**src/rtl/multicycle_controller.sv**
```systemverilog
// Main FSM for the shared multi-cycle RV32I-subset datapath.
// It drives every write enable and mux select from the current state and the decoded instruction fields.
module multicycle_controller (
    input  logic       clk,
    input  logic       rst,
    input  logic [6:0] op,
    input  logic [2:0] func3,
    input  logic [6:0] func7,
    input  logic       zero,
    input  logic       neg,
    output logic       PCWrite,
    output logic       IRWrite,
    output logic       MemWrite,
    output logic       RegWrite,
    output logic       AdrSrc,
    output logic [1:0] ALUSrcA,
    output logic [1:0] ALUSrcB,
    output logic [1:0] ResultSrc,
    output logic [2:0] ImmSrc,
    output logic [2:0] ALUControl,
    output logic       done
);

    typedef enum logic [3:0] {
        S_FETCH    = 4'd0,
        S_DECODE   = 4'd1,
        S_MEMADR   = 4'd2,
        S_MEMREAD  = 4'd3,
        S_MEMWB    = 4'd4,
        S_MEMWRITE = 4'd5,
        S_EXECR    = 4'd6,
        S_EXECI    = 4'd7,
        S_ALUWB    = 4'd8,
        S_BRANCH   = 4'd9,
        S_JALR1    = 4'd10,
        S_JUMP     = 4'd11,
        S_LUI      = 4'd12,
        S_HALT     = 4'd13
    } state_t;

    localparam logic [6:0] OP_LW   = 7'b0000011;
    localparam logic [6:0] OP_SW   = 7'b0100011;
    localparam logic [6:0] OP_R    = 7'b0110011;
    localparam logic [6:0] OP_I    = 7'b0010011;
    localparam logic [6:0] OP_BR   = 7'b1100011;
    localparam logic [6:0] OP_JAL  = 7'b1101111;
    localparam logic [6:0] OP_JALR = 7'b1100111;
    localparam logic [6:0] OP_LUI  = 7'b0110111;

    localparam logic [2:0] ALU_ADD  = 3'b000;
    localparam logic [2:0] ALU_SUB  = 3'b001;
    localparam logic [2:0] ALU_AND  = 3'b010;
    localparam logic [2:0] ALU_OR   = 3'b011;
    localparam logic [2:0] ALU_SLT  = 3'b101;
    localparam logic [2:0] ALU_PASS = 3'b100;
    localparam logic [2:0] ALU_XOR  = 3'b111;

    localparam logic [2:0] IMM_I = 3'b000;
    localparam logic [2:0] IMM_S = 3'b001;
    localparam logic [2:0] IMM_B = 3'b010;
    localparam logic [2:0] IMM_J = 3'b011;
    localparam logic [2:0] IMM_U = 3'b100;

    localparam logic [1:0] SRCA_PC    = 2'b00;
    localparam logic [1:0] SRCA_OLDPC = 2'b01;
    localparam logic [1:0] SRCA_RD1   = 2'b10;

    localparam logic [1:0] SRCB_RD2 = 2'b00;
    localparam logic [1:0] SRCB_IMM = 2'b01;
    localparam logic [1:0] SRCB_4   = 2'b10;

    localparam logic [1:0] RES_ALUOUT = 2'b00;
    localparam logic [1:0] RES_DATA   = 2'b01;
    localparam logic [1:0] RES_ALU    = 2'b10;

    state_t state, next_state;

    logic pc_write, ir_write, mem_write, reg_write, halted;

    // Only a real R-type with funct7=0100000 subtracts; addi never does, whatever its immediate bits.
    function automatic logic [2:0] funct_alu(input logic [6:0] f_op,
                                             input logic [2:0] f3,
                                             input logic [6:0] f7);
        logic [2:0] ctl;
        case (f3)
            3'b000:  ctl = (f_op == OP_R && f7 == 7'b0100000) ? ALU_SUB : ALU_ADD;
            3'b111:  ctl = ALU_AND;
            3'b110:  ctl = ALU_OR;
            3'b100:  ctl = ALU_XOR;
            3'b010:  ctl = ALU_SLT;
            default: ctl = ALU_ADD;
        endcase
        return ctl;
    endfunction

    function automatic logic [2:0] decode_imm(input logic [6:0] f_op);
        logic [2:0] imm;
        case (f_op)
            OP_SW:   imm = IMM_S;
            OP_BR:   imm = IMM_B;
            OP_JAL:  imm = IMM_J;
            OP_LUI:  imm = IMM_U;
            default: imm = IMM_I;
        endcase
        return imm;
    endfunction

    function automatic logic branch_taken(input logic [2:0] f3,
                                          input logic       z,
                                          input logic       n);
        logic taken;
        case (f3)
            3'b000:  taken = z;
            3'b001:  taken = !z;
            3'b100:  taken = n;
            3'b101:  taken = !n;
            default: taken = 1'b0;
        endcase
        return taken;
    endfunction

    // NOTE: state registers use non-blocking assignments so every flop samples pre-edge values.
    always_ff @(posedge clk or negedge rst) begin
        if (!rst) state <= S_FETCH;
        else      state <= next_state;
    end

    // NOTE: every output gets a default before the case, so no path leaves a value held (no latch).
    always_comb begin
        next_state = state;
        pc_write   = 1'b0;
        ir_write   = 1'b0;
        mem_write  = 1'b0;
        reg_write  = 1'b0;
        halted     = 1'b0;
        AdrSrc     = 1'b0;
        ALUSrcA    = SRCA_PC;
        ALUSrcB    = SRCB_RD2;
        ResultSrc  = RES_ALUOUT;
        ImmSrc     = IMM_I;
        ALUControl = ALU_ADD;

        case (state)
            S_FETCH: begin
                ir_write   = 1'b1;
                ALUSrcB    = SRCB_4;
                ResultSrc  = RES_ALU;
                pc_write   = 1'b1;
                next_state = S_DECODE;
            end
            S_DECODE: begin
                // Branch target is precomputed here into ALUOut.
                ALUSrcA = SRCA_OLDPC;
                ALUSrcB = SRCB_IMM;
                ImmSrc  = decode_imm(op);
                case (op)
                    OP_LW, OP_SW: next_state = S_MEMADR;
                    OP_R:         next_state = S_EXECR;
                    OP_I:         next_state = S_EXECI;
                    OP_BR:        next_state = S_BRANCH;
                    OP_JAL:       next_state = S_JUMP;
                    OP_JALR:      next_state = S_JALR1;
                    OP_LUI:       next_state = S_LUI;
                    default:      next_state = S_HALT;
                endcase
            end
            S_MEMADR: begin
                ALUSrcA    = SRCA_RD1;
                ALUSrcB    = SRCB_IMM;
                ImmSrc     = (op == OP_SW) ? IMM_S : IMM_I;
                next_state = (op == OP_SW) ? S_MEMWRITE : S_MEMREAD;
            end
            S_MEMREAD: begin
                AdrSrc     = 1'b1;
                next_state = S_MEMWB;
            end
            S_MEMWB: begin
                ResultSrc  = RES_DATA;
                reg_write  = 1'b1;
                next_state = S_FETCH;
            end
            S_MEMWRITE: begin
                AdrSrc     = 1'b1;
                mem_write  = 1'b1;
                next_state = S_FETCH;
            end
            S_EXECR: begin
                ALUSrcA    = SRCA_RD1;
                ALUControl = funct_alu(op, func3, func7);
                next_state = S_ALUWB;
            end
            S_EXECI: begin
                ALUSrcA    = SRCA_RD1;
                ALUSrcB    = SRCB_IMM;
                ALUControl = funct_alu(op, func3, func7);
                next_state = S_ALUWB;
            end
            S_ALUWB: begin
                reg_write  = 1'b1;
                next_state = S_FETCH;
            end
            S_BRANCH: begin
                ALUSrcA    = SRCA_RD1;
                ALUControl = ALU_SUB;
                pc_write   = branch_taken(func3, zero, neg);
                next_state = S_FETCH;
            end
            S_JALR1: begin
                ALUSrcA    = SRCA_RD1;
                ALUSrcB    = SRCB_IMM;
                next_state = S_JUMP;
            end
            S_JUMP: begin
                // Jump target already sits in ALUOut; ALU forms the link value OldPC+4.
                ALUSrcA    = SRCA_OLDPC;
                ALUSrcB    = SRCB_4;
                pc_write   = 1'b1;
                next_state = S_ALUWB;
            end
            S_LUI: begin
                ALUSrcB    = SRCB_IMM;
                ImmSrc     = IMM_U;
                ALUControl = ALU_PASS;
                next_state = S_ALUWB;
            end
            S_HALT: begin
                halted     = 1'b1;
                next_state = S_HALT;
            end
            default: next_state = S_FETCH;
        endcase
    end

    // Enables are masked by reset so the FETCH state cannot pulse them while reset is held.
    assign PCWrite  = pc_write  & rst;
    assign IRWrite  = ir_write  & rst;
    assign MemWrite = mem_write & rst;
    assign RegWrite = reg_write & rst;
    assign done     = halted    & rst;

endmodule

```
**config.mk**
```make
export PLATFORM = sky130hd
export DESIGN_NAME = multicycle_controller
export DESIGN_NICKNAME = d
export VERILOG_FILES = /design/src/rtl/multicycle_controller.sv
export SDC_FILE = /design/constraint.sdc
export NUM_CORES = 1
export LEC_CHECK = 0
export CAP_MARGIN = 30
export CORE_ASPECT_RATIO = 0.75
export CORE_MARGIN = 2
export CORE_UTILIZATION = 27
export CTS_BUF_LIST = sky130_fd_sc_hd__clkbuf_16
export DETAILED_ROUTE_END_ITERATION = 16
export SLEW_MARGIN = 25
export SYNTH_ARGS = -nofsm -noshare
export SYNTH_HDL_FRONTEND = slang
export SYNTH_SLANG_ARGS = --single-unit
```
**constraint.sdc**
```tcl
create_clock -name clk -period 1.6 [get_ports clk]
set_input_delay 0.16 -clock clk [delete_from_list [all_inputs] [get_ports clk]]
set_output_delay 0.16 -clock clk [all_outputs]
set_load 0.02 [all_outputs]
```
# Word-level counts from Yosys, hierarchy flattened
# Index checks and enable logic that the tools add are counted.
word_totals:
  reg_bits: 4
  latchBits: 0
  rom_bits: 0
  memories: 0
  ramBits: 0
  output_inout_bits: 18
classes:
  n_mul: 0
  n_bitwise: 5
  n_shift: 0
  addsub: 0
  n_reduce_logical: 14
  n_mux: 19
  n_div: 0
  n_eq_ne: 28
  magnitude_cmp: 0
ops:
  columns: ["operator", "n"]
  rows:
  - ["$pmux 4 s7", 2]
  - ["$eq 7x6->1 const B", 4]
  - ["$eq 4x4->1 const B", 6]
  - ["$eq 7x7->1 const B", 3]
  - ["$pmux 3 s3", 2]
  - ["$eq 4x3->1 const B", 4]
  - ["$pmux 3 s5", 1]
  - ["$eq 3x3->1 const B", 4]
  - ["$pmux 2 s2", 3]
  - ["$pmux 3 s4", 1]
  - ["$reduce_or 2->1", 6]
  - ["$reduce_or 5->1", 2]
  - ["$eq 4x2->1 const B", 2]
  - ["$eq 7x2->1 const B", 1]
  - ["$eq 7x5->1 const B", 1]
  - ["$mux 1", 7]
  - ["$and 1x1->1", 5]
  - ["$eq 4x1->1 const B", 1]
  - ["$logic_not 4->1", 1]
  - ["$pmux 1 s4", 1]
  - ["$reduce_or 4->1", 1]
  - ["$eq 3x1->1 const B", 1]
  - ["$eq 3x2->1 const B", 1]
  - ["$logic_not 3->1", 1]
  - ["other kinds (4)", 5]

# Depth between registers and ports, before layout
# Gate-level depths: netlist of run 1.
logic_depth:
  depth_word: 5
  mapped_depth: 5

# Worst setup path after synthesis of run 1
# Ideal clock, no wire load.
synth_path:
  kind: "in2out"
  startpoint: "input op[2]"
  endpoint: "output ImmSrc[0]"
  stages: 5
  path_buffers: 1
  required_time_ns: 1.440
  arrival_time_ns: 1.387
  path_slack_ns: 0.053
  cell_sequence: "buf_6 or3_4 nor4b_4 o21ai_1 a21oi_1"
synth_via:
  elab_chain_cells: 3
synth_lines:
  columns: ["item", "line_no", "text"]
  rows:
  - ["from (decl)", "6", "input logic [6:0] op,"]
  - ["$eq 7x6->1, or another cell as far along", "98", "case (f_op)"]
  - ["$pmux 3 s4 or $mux 1 (tied branches)", "98, 170", null]
  - ["$pmux 3 s3 *", "143", "case (state)"]
  - ["to (decl)", "19", "output logic [2:0] ImmSrc,"]
# Every way passes the cells marked *; elsewhere a longest branch is shown, timed or not.

# Final worst setup path of run 1
layout_path:
  startpoint: "register state[2]"
  endpoint: "output ImmSrc[2]"
layout_via:
  elab_chain_cells: 2
layout_lines:
  columns: ["item", "line_no", "text"]
  rows:
  - ["from (decl)", "76", "state_t state, next_state;"]
  - ["from (signal assigned)", "125", "else state <= next_state;"]
  - ["$eq 4x4->1, or another cell as far along", "143", null]
  - ["$pmux 3 s3 *", "143", null]
# Marks and branches as above.

==> reports/qor.txt, run 1 <==
Worst-path cell chain - or2_1 > o32a_1 > nor2_1 > buf_4
Net Count, Synth - 123
Adder-cell share of the synthesized area - 0%
Num ports - 39
H-Tree Depth - 1
Max FFs per register - 4
Max-cap violations - 0
Overflow after GRT - 0
Most common cell in the netlist - nand2_1
Ratio of cells with drive above 1 in the final layout - 51.4%
Synthesized area - 739 um2
Mapped Cells - 102
EDFF count, synth - 0
Fin nets - 200
Synth top area share - 13.5%
Slowest cell on crit path - dfrtp_1
Top flop regs - state x4
Outcome - complete, but fails checks
CTS tree - built
Remaining routing DRC violations - 0
Area Overhead vs Synth - 108%
RSZ-0062 raised after global routing - yes
Internal - 1.20 mW
Die Height - 49.3 um
Clk slew on worst S/H paths - 0.03 ns
Sequential-to-total area share from yosys stat - 13.5%
Design Power - 2.09 mW
Hold_buf cts - 0
Critical Path End - ImmSrc[2]
Pwr/cell area - 1360 nW/um2
Worst-Skew Late Latency - 0.22 ns
Sw power - 892 uW
Initial Utilization - 28.4%
Post-synthesis cell type count - 42
Routed Antenna Nets - 0
Clock skew - 0.00342 ns
Die area - 3180 um2
CP bufs+invs - 1
Leakage - 0.734 nW
Largest net degree at the start of global routing - 13
Crit-path max FO - 2
Final worst setup slack - -0.0242 ns
CP arrival - 1.46 ns
Initial antenna violation count - 0
Tightest Pin Transition - 0.269 ns
Row count - 16
Worst slew margin - 82.0%
Multiplexer area fraction after synthesis - 4.40%
Post-layout min period - 1.62 ns
Sequential power share - 9.6%
Hold crit path type - in -> async
Period utilization - 102%
First-pass GRT wire length - 4280 um
Total routed wirelength - 2830 um
Reg2reg start - state[1]
#FFs+latches synth - 4
Fin. Hold Viols - 0
CP Launch Type - flip-flop
Iteration-0 DRC Markers - 14
Crit-path leading delay family - simple AND/OR/NAND/NOR gates
Core footprint - 2600 um2
Area leader, netlist - dfrtp_1
Crit-path max cell delay - 0.38 ns
RD Place Congestion - 0.779
Crit end category - output pin
Clock tree sinks - 4
YS warnings - 0
Most flops, register - state
Via count - 1029
Worst-case clock buffer depth - 2
Post-DP HPWL - 2100 um
Die W - 64.4 um
Worst vdd ir - 0.460 mV
Cell count along the critical path - 4
Synth Area in Compound Gates - 21.2%
Comb pwr share - 71.7%
Post-synthesis async set-or-reset flop share - 100%
Ys flop type - dfrtp_1
Setup crit start - state[2]
Post-synth top cells - nand2_1 (13), nor2_1 (11), a21oi_1 (6)
Fmax - 0.616 GHz
Worst EP required - 1.44 ns
Largest family of logic cells by synthesized area - simple AND/OR/NAND/NOR gates
WL per Instance - 13.3 um
Reg-to-reg endpoint - state[0]
Final design utilization - 59.1%
Endpoints failing setup - 1
Fillers - 244
Worst setup path class - reg -> out
Switching Share - 42.6%
Final max-slew violation count - 0
R2R Setup Slk - 0.03 ns
Synth Area in XOR/XNOR - 5.92%
R2R depth - 6
Antenna Cells - 0
GRT Total Usage - 16.7%
Vias in the first global route - 977
Vias per cell - 4.83
Clock share of power - 18.7%
Syn Area/Cell - 7.25 um2
Post-Synth Simple-Gate Area - 45.7%
Port buffer count - 38
First-pass detailed-route iteration total - 6
Num CTS Buffers - 3
Synth area leaders - dfrtp_1 (14%), nand2_1 (6.6%), nor2_1 (5.6%)
Failing checks - setup timing
CTS root buf - clkbuf_16
Worst hold margin - 0.297 ns
[timing repair]
action / 4_1_cts / 5_1_grt
setup endpoints to repair: 20 / 18
gates resized for setup: 112 / 26
pin swaps: 12 / 9
endpoints found under the hold margin: 0 / 0
buffers inserted: 2 / 6
[worst min path at each step]
stage / from / end / cells after the start
after floorplan: rst / state[0] / 0
after global placement: rst / state[2] / 2
after detailed placement: rst / state[2] / 2
after CTS: rst / state[1] / 2
after global routing: rst / state[1] / 2
final: rst / state[1] / 2
[cells in the final DEF, fill, tap and decap left out, drive strengths merged, types with 5 or more instances in the layout]
master and n:
dlygate4sd2 9, buf 61, o21ai 5, clkbuf 5, a21oi 6, clkdlybuf4s50 5, nor2 11, nand2 13
[cells by family after synthesis]
kind of cell | Yosys count
DFF | 4
and+or+nand+nor | 54
xor gates and xnor gates | 5
muxes | 3
AOI/OAI and AO/OA | 24
buffers and inverters | 12
[area by class of cell]
cell class / count / area (um2) / share of cell area [%]
Sequential cell: 4 / 103 / 6.67
Tap cell: 36 / 45.0 / 2.93
Clock buffer: 3 / 75.1 / 4.88
Inverter: 3 / 11.3 / 0.732
Multi-Input combinational cell: 86 / 662 / 43.0
Timing Repair Buffer: 81 / 643 / 41.8
[per-layer routing]
layer,vias to the layer above,wire length (um),track usage (%)
met1,473,1210,21.6
met2,34,1490,30.2
met4,0,0,1.06
li1,522,-,-
met5,-,0,0
met3,0,129,2.77
[through the flow]
stage                     instance area (um2)  instances  TNS [ns]  setup WS, ns
after floorplan                           739        102         0        0.0534
after global placement                   1370        202     -6.03        -0.645
after detailed placement                 1370        202     -6.41        -0.703
after CTS                                1450        207   -0.0837       -0.0619
after global routing                     1540        213    -0.295       -0.0509
final                                    1540        213   -0.0242       -0.0242
[power by group through the flow]
stage / clock, mW / combinational, mW / sequential (mW)
6_report: 0.392 / 1.50 / 0.200
5_1_grt: 0.401 / 1.61 / 0.207
4_1_cts: 0.392 / 1.30 / 0.194
3_5_place_dp: 0 / 1.35 / 0.186
3_3_place_gp: 0 / 1.33 / 0.185
2_1_floorplan: 0 / 0.732 / 0.151
Note: power is estimated with default switching activity, not from simulation.
==> run 2: changes to the inputs <==
CTS_CLUSTER_DIAMETER = 150   (was default)
PLACE_DENSITY_LB_ADDON = 0.08   (was default)
==> reports/qor.txt, run 2 (synthesis results as in run 1) <==
Slowest cell on crit path - or3_4
Iteration-0 DRC Markers - 40
Worst-case clock buffer depth - 2
Area Overhead vs Synth - 106%
Initial antenna violation count - 0
Hold crit path type - in -> async
Die W - 64.4 um
R2R Setup Slk - 0.03 ns
Antenna Cells - 0
CTS tree - built
Commonest non-fill, non-tap cell in the layout - buf_4
Cell area after placement - 1400 um2
Period utilization - 100%
CP Launch Type - input port
Most flops, register - state
Crit-path max cell delay - 0.39 ns
Via count - 1020
Crit end category - output pin
Tightest Pin Transition - 0.272 ns
CP arrival - 1.44 ns
Routed Antenna Nets - 0
Final max-slew violation count - 0
Post-DP HPWL - 2100 um
Reg2reg start - state[2]
Clk slew on worst S/H paths - 0.03 ns
Commonest non-fill, non-tap cells in the layout - buf_4 (47), nand2_1 (12), buf_2 (11)
Final worst setup slack - -0.00226 ns
Num ports - 39
Reg-to-reg endpoint - state[0]
Fin nets - 201
Final design utilization - 58.7%
Worst vdd ir - 1.15 mV
Non-filler instance count after layout - 214
Remaining routing DRC violations - 0
H-Tree Depth - 1
Final Instance Area - 1530 um2
Post-layout min period - 1.60 ns
Worst slack, placed - -0.726 ns
Worst EP required - 1.44 ns
WL per Instance - 12.7 um
Overflow after GRT - 0
Ratio of cells with drive above 1 in the final layout - 49.4%
Die area - 3180 um2
Fin. Hold Viols - 0
Leakage - 0.736 nW
Worst-path cell chain - clkdlybuf4s15_1 > or3_4 > nor4b_4 > nand2_1 > a21oi_2 > buf_4
RSZ-0062 raised after global routing - yes
Die Height - 49.3 um
Final TNS setup - -0.00226 ns
Row count - 16
Worst slew margin - 81.8%
GRT Total Usage - 17.1%
Clock tree sinks - 4
Outcome - complete, but fails checks
Largest net degree at the start of global routing - 9
Clock skew - 0.000436 ns
Fillers - 256
R2R depth - 7
Worst-Skew Late Latency - 0.22 ns
Vias per cell - 4.77
Top flop regs - state x4
Max-cap violations - 0
Worst setup path class - in -> out
Fmax - 0.624 GHz
Pwr/cell area - 1320 nW/um2
Vias in the first global route - 960
Failing checks - setup timing
Core footprint - 2600 um2
First-pass GRT wire length - 4310 um
Crit-path max FO - 3
Max FFs per register - 4
Num CTS Buffers - 3
CTS root buf - clkbuf_16
Crit-path leading delay family - simple AND/OR/NAND/NOR gates
Endpoints failing setup - 1
Total routed wirelength - 2710 um
CP bufs+invs - 2
Port buffer count - 38
First-pass detailed-route iteration total - 4
RD Place Congestion - 0.829
Initial Utilization - 28.4%
Placed Instances - 206
run 2: changes by cell type in the layout (fill, tap and decap cells not counted), moves of 2 or more:
cell / before / now
clkbuf_2: 2 / 0
nand3_1: 2 / 4
buf_4: 49 / 47
nand3_2: 2 / 0
o21ai_2: 0 / 2
nor2b_2: 0 / 2
buf_2: 7 / 11
o21ai_1: 3 / 1
run 2: routing by layer:
metal,vias up,wire (um),track usage [%]
li1,521,-,-
met1,474,1330,22.7
met2,23,1270,28.5
met3,2,100,2.54
met4,0,7,5.32
met5,-,0,0
run 2: per-stage QoR:
stage	hold WS, ns	total power, mW
6_report	0.352	2.02
3_3_place_gp	0.539	1.58
5_1_grt	0.385	2.16
4_1_cts	0.313	1.93
3_5_place_dp	0.545	1.59
2_1_floorplan	-0.136	0.883
run 2: final cells by class:
| cell class | count | area [um2] | share of cell area [%] |
|---|---|---|---|
| multi-input combinational | 86 | 647 | 42.4 |
| timing repair buffer | 82 | 647 | 42.4 |
| sequential | 4 | 101 | 6.64 |
| clock buffer | 3 | 75.1 | 4.92 |
| tap | 36 | 45.0 | 2.95 |
| inverter | 3 | 11.3 | 0.738 |
run 2: repair_timing:
item | 4_1_cts | 5_1_grt
pin swaps | 13 | 9
hold buffers | 0 | 0
endpoints found under the setup margin | 19 | 19
gates resized for setup | 105 | 21
setup buffers | 4 | 1
run 2: how the worst max path moves through the flow:
stage | cells after the start | from | slack [ns] | end
after global placement | 7 | op[3] | -0.74 | ALUControl[0]
after detailed placement | 7 | op[3] | -0.73 | ALUControl[0]
after floorplan | 5 | op[2] | 0.05 | ImmSrc[0]
final | 6 | op[6] | -0.002 | ImmSrc[0]
after CTS | 6 | state[1] | -0.02 | ImmSrc[0]
after global routing | 7 | state[2] | -0.07 | state[0]
run 2: power breakdown:
part / internal, mW / switching [mW]
Combinational: 0.725 / 0.718
Sequential: 0.143 / 0.0549
Clock: 0.318 / 0.0600
Total: 1.19 / 0.832
